**config.mk**
```make
export PLATFORM = sky130hd
export DESIGN_NAME = jk_count_sequencer
export DESIGN_NICKNAME = d
export VERILOG_FILES = /design/src/rtl/jk_count_sequencer.sv
export SDC_FILE = /design/constraint.sdc
export NUM_CORES = 1
export LEC_CHECK = 0
export ABC_CLOCK_PERIOD_IN_PS = 1580
export CORE_ASPECT_RATIO = 1.1
export CORE_MARGIN = 5
export CORE_UTILIZATION = 31
export CTS_BUF_LIST = sky130_fd_sc_hd__clkbuf_16
export CTS_CLUSTER_SIZE = 12
export DETAILED_ROUTE_END_ITERATION = 10
export PLACE_DENSITY = 0.73
export SLEW_MARGIN = 5
export SYNTH_ARGS = -nofsm -noshare
export SYNTH_HDL_FRONTEND = slang
export SYNTH_SLANG_ARGS = --single-unit
```
**constraint.sdc**
```tcl
create_clock -name i_CLOCK_POS -period 1.58 [get_ports i_CLOCK_POS]
set_clock_uncertainty 0.2 [all_clocks]
set_input_delay 0.158 -clock i_CLOCK_POS [delete_from_list [all_inputs] [get_ports i_CLOCK_POS]]
set_output_delay 0.158 -clock i_CLOCK_POS [all_outputs]
set_load 0.03 [all_outputs]
```
**src/rtl/jk_count_sequencer.sv**
```systemverilog
// Excitation generator for a bank of sync-reset JK flip-flops. It keeps a shadow of the bank
// state and steps the bank through a modulo-p_MODULUS up/down count with parallel load.
module jk_count_sequencer #(
  parameter int p_WIDTH   = 4,
  parameter int p_MODULUS = 10
) (
  input  logic               i_CLOCK_POS,
  input  logic               i_RESET_NEG,
  input  logic               i_ENABLE,
  input  logic               i_UP_DOWN,
  input  logic               i_LOAD,
  input  logic [p_WIDTH-1:0] i_LOAD_VALUE,
  output logic [p_WIDTH-1:0] o_SIGNAL_J,
  output logic [p_WIDTH-1:0] o_SIGNAL_K,
  output logic [p_WIDTH-1:0] o_COUNT,
  output logic               o_TERMINAL,
  output logic               o_BANK_RESET_NEG
);

  generate
    if (p_MODULUS < 2 || p_MODULUS > (1 << p_WIDTH)) begin : g_bad_modulus
      $error("jk_count_sequencer: p_MODULUS out of range 2..2**p_WIDTH");
    end
  endgenerate

  localparam logic [p_WIDTH:0]   MOD_EXT = (p_WIDTH+1)'(p_MODULUS);
  localparam logic [p_WIDTH-1:0] CNT_MAX = p_WIDTH'(p_MODULUS - 1);

  logic [p_WIDTH-1:0] count_p1;
  logic               bank_rst_n_p1;
  logic [p_WIDTH-1:0] nxt_p0;
  logic               active;

  function automatic logic [p_WIDTH-1:0] sat_load(input logic [p_WIDTH-1:0] v);
    if ({1'b0, v} >= MOD_EXT) return CNT_MAX;
    return v;
  endfunction

  // The bank's clear is low both in reset and during the clear window, so it gates all activity.
  assign active = bank_rst_n_p1;

  // Stage p0: next-state, excitation and terminal count
  always_comb begin
    nxt_p0 = count_p1;
    if (active) begin
      if (i_LOAD) begin
        nxt_p0 = sat_load(i_LOAD_VALUE);
      end else if (i_ENABLE && i_UP_DOWN) begin
        nxt_p0 = (count_p1 == CNT_MAX) ? '0 : count_p1 + 1'b1;
      end else if (i_ENABLE) begin
        nxt_p0 = (count_p1 == '0) ? CNT_MAX : count_p1 - 1'b1;
      end
    end
  end

  assign o_SIGNAL_J = nxt_p0 & ~count_p1;
  assign o_SIGNAL_K = ~nxt_p0 & count_p1;
  assign o_TERMINAL = active & i_ENABLE & ~i_LOAD &
                      ((i_UP_DOWN & (count_p1 == CNT_MAX)) | (~i_UP_DOWN & (count_p1 == '0)));

  // Stage p1: shadow register and bank clear
  always_ff @(posedge i_CLOCK_POS or negedge i_RESET_NEG) begin
    if (!i_RESET_NEG) begin
      count_p1      <= '0;
      bank_rst_n_p1 <= 1'b0;
    end else begin
      bank_rst_n_p1 <= 1'b1;
      if (active) count_p1 <= nxt_p0;
    end
  end

  assign o_COUNT          = count_p1;
  assign o_BANK_RESET_NEG = bank_rst_n_p1;

endmodule

```
==> results summary <==
The flow ran to the end, but the final reports show violations. The checks that failed: negative setup slack. The leakage power came out at 0.000584 uW. Yosys attributes the largest share of cell area to dfrtp_1 21%, o21ai_0 5.9%, nor2b_1 5.2%, a21oi_1 5.0%, clkbuf_1 3.1%. The worst vdd rail ir drop came out at 0.959 mV. The clock sink count came out at 5. Setup slack on the critical path of the routed design comes to -571 ps.

Summed over its instances, the top area cell type makes up 21.0% of the synthesized netlist area. The area growth from synthesis to layout is 131%. The number of endpoints with negative hold slack in the final report came out at 0.

The worst reg-to-reg setup slack came out at -280 ps. The number of flip-flops and latches in the synthesized netlist is 5. The number of different library cells used by synthesis comes to 38. The required time of the worst setup path is 1220 ps. TritonCTS built the clock tree. The reported max-cap violation count came out at 0. The post-synthesis cell area is 597 um2.

The total power divided by cell area is 892 nW/um2. The initial antenna violation count came out at 0. The cell taking the most area after synthesis is dfrtp_1.

Clock latency on the worst-skew pair, taken at its later pin, is 230 ps. The number of antenna diodes in the final layout is 0. The core occupancy in the finished layout is 76.6%.

The number of global-route vias before repair is 835. The count of nets left with antenna violations once routing finished came out at 0. Clock-pin slew was measured on the worst setup and hold paths at 40 ps. The share of the cycle needed by the critical path after routing is 136%.

TritonCTS created 3 clock buffers. The maximum count of clock buffers along a single path came out at 2. The total power draw is 1230 uW. The routability congestion estimate from global placement is 0.809.

The horizontal die dimension came out at 51.8 um. The gate count after technology mapping is 82. The worst setup path is of the flip-flop to output pin kind. The core outline area is 1800 um2. The number of vias after detailed routing came out at 853. Detailed placement finished with a half-perimeter wire length of 1650 um. The kind of start point of the critical path is a flip-flop. The proportion of synthesized chip area in sequential cells came out at 21.0%. The detail-routed via count per cell is 5.69. The post-route DRC violation count came out at 0. The first-pass GRT wire length came out at 3860 um.

The floorplan has 16 rows. The remaining global-route overflow is 0. The class of the tightest hold or removal check is primary input to flip-flop.

The critical path arrival came out at 1790 ps. The clock tree root buffer cell is clkbuf_16. The pre-CTS setup slack came out at -409 ps. The total track usage came out at 17.1%. The number of H-tree levels is 1. STA classifies the critical path endpoint as an output pin. Fill cells in the final layout number 119.

The initial utilization of the core area, before any placement, comes to 33.1%. The net count reported at finish is 142. The biggest fanout along the worst timing path came out at 3. In the final layout, flip-flops and latches occupy 131 um2. The maximum operating frequency is 465 MHz. The shortest clock period the worst path allows after layout is 2150 ps.

The number of pins with negative max-slew slack in the final report came out at 0. The first-iteration detailed-routing DRC count came out at 12. Of the cells placed in the final design, the portion with a size suffix greater than 1 is 65.9%. Setup repair after global routing could not meet its margin everywhere. The routed design has 2400 um of wire. The count of buffers inserted at the top-level ports is 22. The area of the multi-input gates came out at 632 um2. The largest net degree at the start of global routing is 16. The die height is 56.0 um.

The average wire per cell in the routed design is 16.0 um. The total die area came out at 2900 um2. The final count of negative-setup-slack endpoints came out at 11. The synthesized net count is 91. Before antenna repair, the detailed router went through 4 iterations. The number of warning messages in the yosys log came out at 0. The number of I/O pins is 23. The average instance in the mapped netlist occupies 7.28 um2.
-- final cells by class --
type / instances / share of cell area (%)
multi-input cells: 64 / 45.8
repair buffers: 54 / 35.9
flip-flops and latches: 5 / 9.52
clock buffers: 3 / 5.44
well taps: 18 / 1.63
inverters: 5 / 1.36
clock inverters: 1 / 0.363
-- repair_timing --
action | in CTS | in global routing
setup endpoints to repair | 12 | 11
hold buffers | 1 | 0
pin swaps | 18 | 5
buffers inserted | 5 | 2
hold endpoints to repair | 5 | 0
gates resized for setup | 34 | 11
cloned | 1 | 0
-- per-stage QoR --
step	area [um2]	hold WS, ps	TNS [ps]	std cells
CTS	1310	272	-3870	148
finish	1380	275	-4020	150
detailed placement	1090	206	-3590	138
floorplan	726	-338	-2170	82
global placement	1090	184	-3310	138
global route	1380	274	-4780	150
-- power breakdown --
part	internal, uW	total (uW)	leakage [uW]	switching [uW]
sequential	148	164	0.0000529	16.2
combinational	315	641	0.000490	326
clock	332	425	0.0000409	93.1
total	795	1230	0.000584	435
-- routing by layer --
| layer | up-vias | track usage (%) | share of wire, % |
|---|---|---|---|
| li1 | 407 | - | - |
| met1 | 433 | 20.8 | 41 |
| met2 | 13 | 30.5 | 56 |
| met3 | 0 | 2.95 | 2.7 |
| met4 | 0 | 3.37 | 0 |
| met5 | - | 0 | 0 |
-- sequential cells by signal, summed over array words and instances (netlist names) --
register,flops
o_BANK_RESET_NEG,1
o_COUNT,4
-- cells in the final DEF (no fill, tap or decap), types with 2 or more instances in the layout --
| master | Yosys | final |
|---|---|---|
| o21ai_0 | 7 | 2 |
| buf_4 | 0 | 30 |
| o21ai_1 | 0 | 4 |
| dlygate4sd2_1 | 0 | 5 |
| nor2b_1 | 5 | 4 |
| inv_1 | 5 | 4 |
| dfrtp_2 | 0 | 5 |
| nor3b_2 | 1 | 2 |
| a21oi_4 | 0 | 2 |
| buf_12 | 0 | 2 |
| nand2_1 | 5 | 5 |
| nand3b_1 | 2 | 2 |
| buf_6 | 0 | 13 |
| clkbuf_16 | 0 | 3 |
| clkdlybuf4s50_1 | 0 | 3 |
| a21oi_2 | 0 | 3 |
-- path summary, 6_finish.rpt --
check,start,end,cells past startpoint
max,o_COUNT[1]$_DFFE_PN0P_,o_SIGNAL_J[2],5
min,i_LOAD_VALUE[1],o_COUNT[1]$_DFFE_PN0P_,4
max reg2reg,o_COUNT[1]$_DFFE_PN0P_,o_COUNT[2]$_DFFE_PN0P_,6
min reg2reg,o_BANK_RESET_NEG$_DFF_PN0_,o_COUNT[0]$_DFFE_PN0P_,2
max in group asynchronous,i_RESET_NEG,o_COUNT[3]$_DFFE_PN0P_,2
min in group asynchronous,i_RESET_NEG,o_BANK_RESET_NEG$_DFF_PN0_,2
-- synthesized netlist by cell type --
master     number
inv_1           5
o21bai_1        1
o211ai_2        1
conb_1          1
nand2_1         5
and3_1          2
or3b_2          2
nand2b_1        3
a2111oi_0       1
and2_1          1
clkbuf_1        5
nor2b_1         5
nand3_1         1
dfrtp_1         5
o31ai_1         1
nor3_1          3
nor3b_2         1
a31o_2          1
a21oi_1         6
a31oi_1         2
o2111ai_1       1
or4b_1          1
and3b_1         1
o2111a_1        1
a21boi_0        1
nor3b_1         2
a211oi_1        1
nand4b_1        1
nor2_1          2
o311a_1         1
or3_1           2
nand3b_1        2
a41oi_1         1
buf_2           3
o21ai_0         7
o22ai_1         1
a32o_1          1
a22oi_1         1
-- critical path, stage by stage (launching register included) --
cell and delay [ps]:
dfrtp_2 390, or4b_4 550, a21oi_4 160, o211ai_4 110
nor3b_4 200, buf_6 150
-- cells by family (layout without fill, tap and decap cells) --
logic type / count (synthesis) / in the layout / share of synthesized area [%]
AO/OA/AOI/OAI: 29 / 29 / 33.5
buffers and inverters: 13 / 63 / 8.80
flip-flops: 5 / 5 / 21.0
other: 1 / 1 / 0.628
AND/OR/NAND/NOR: 34 / 34 / 36.1
Note: power is estimated with default switching activity, not from simulation.
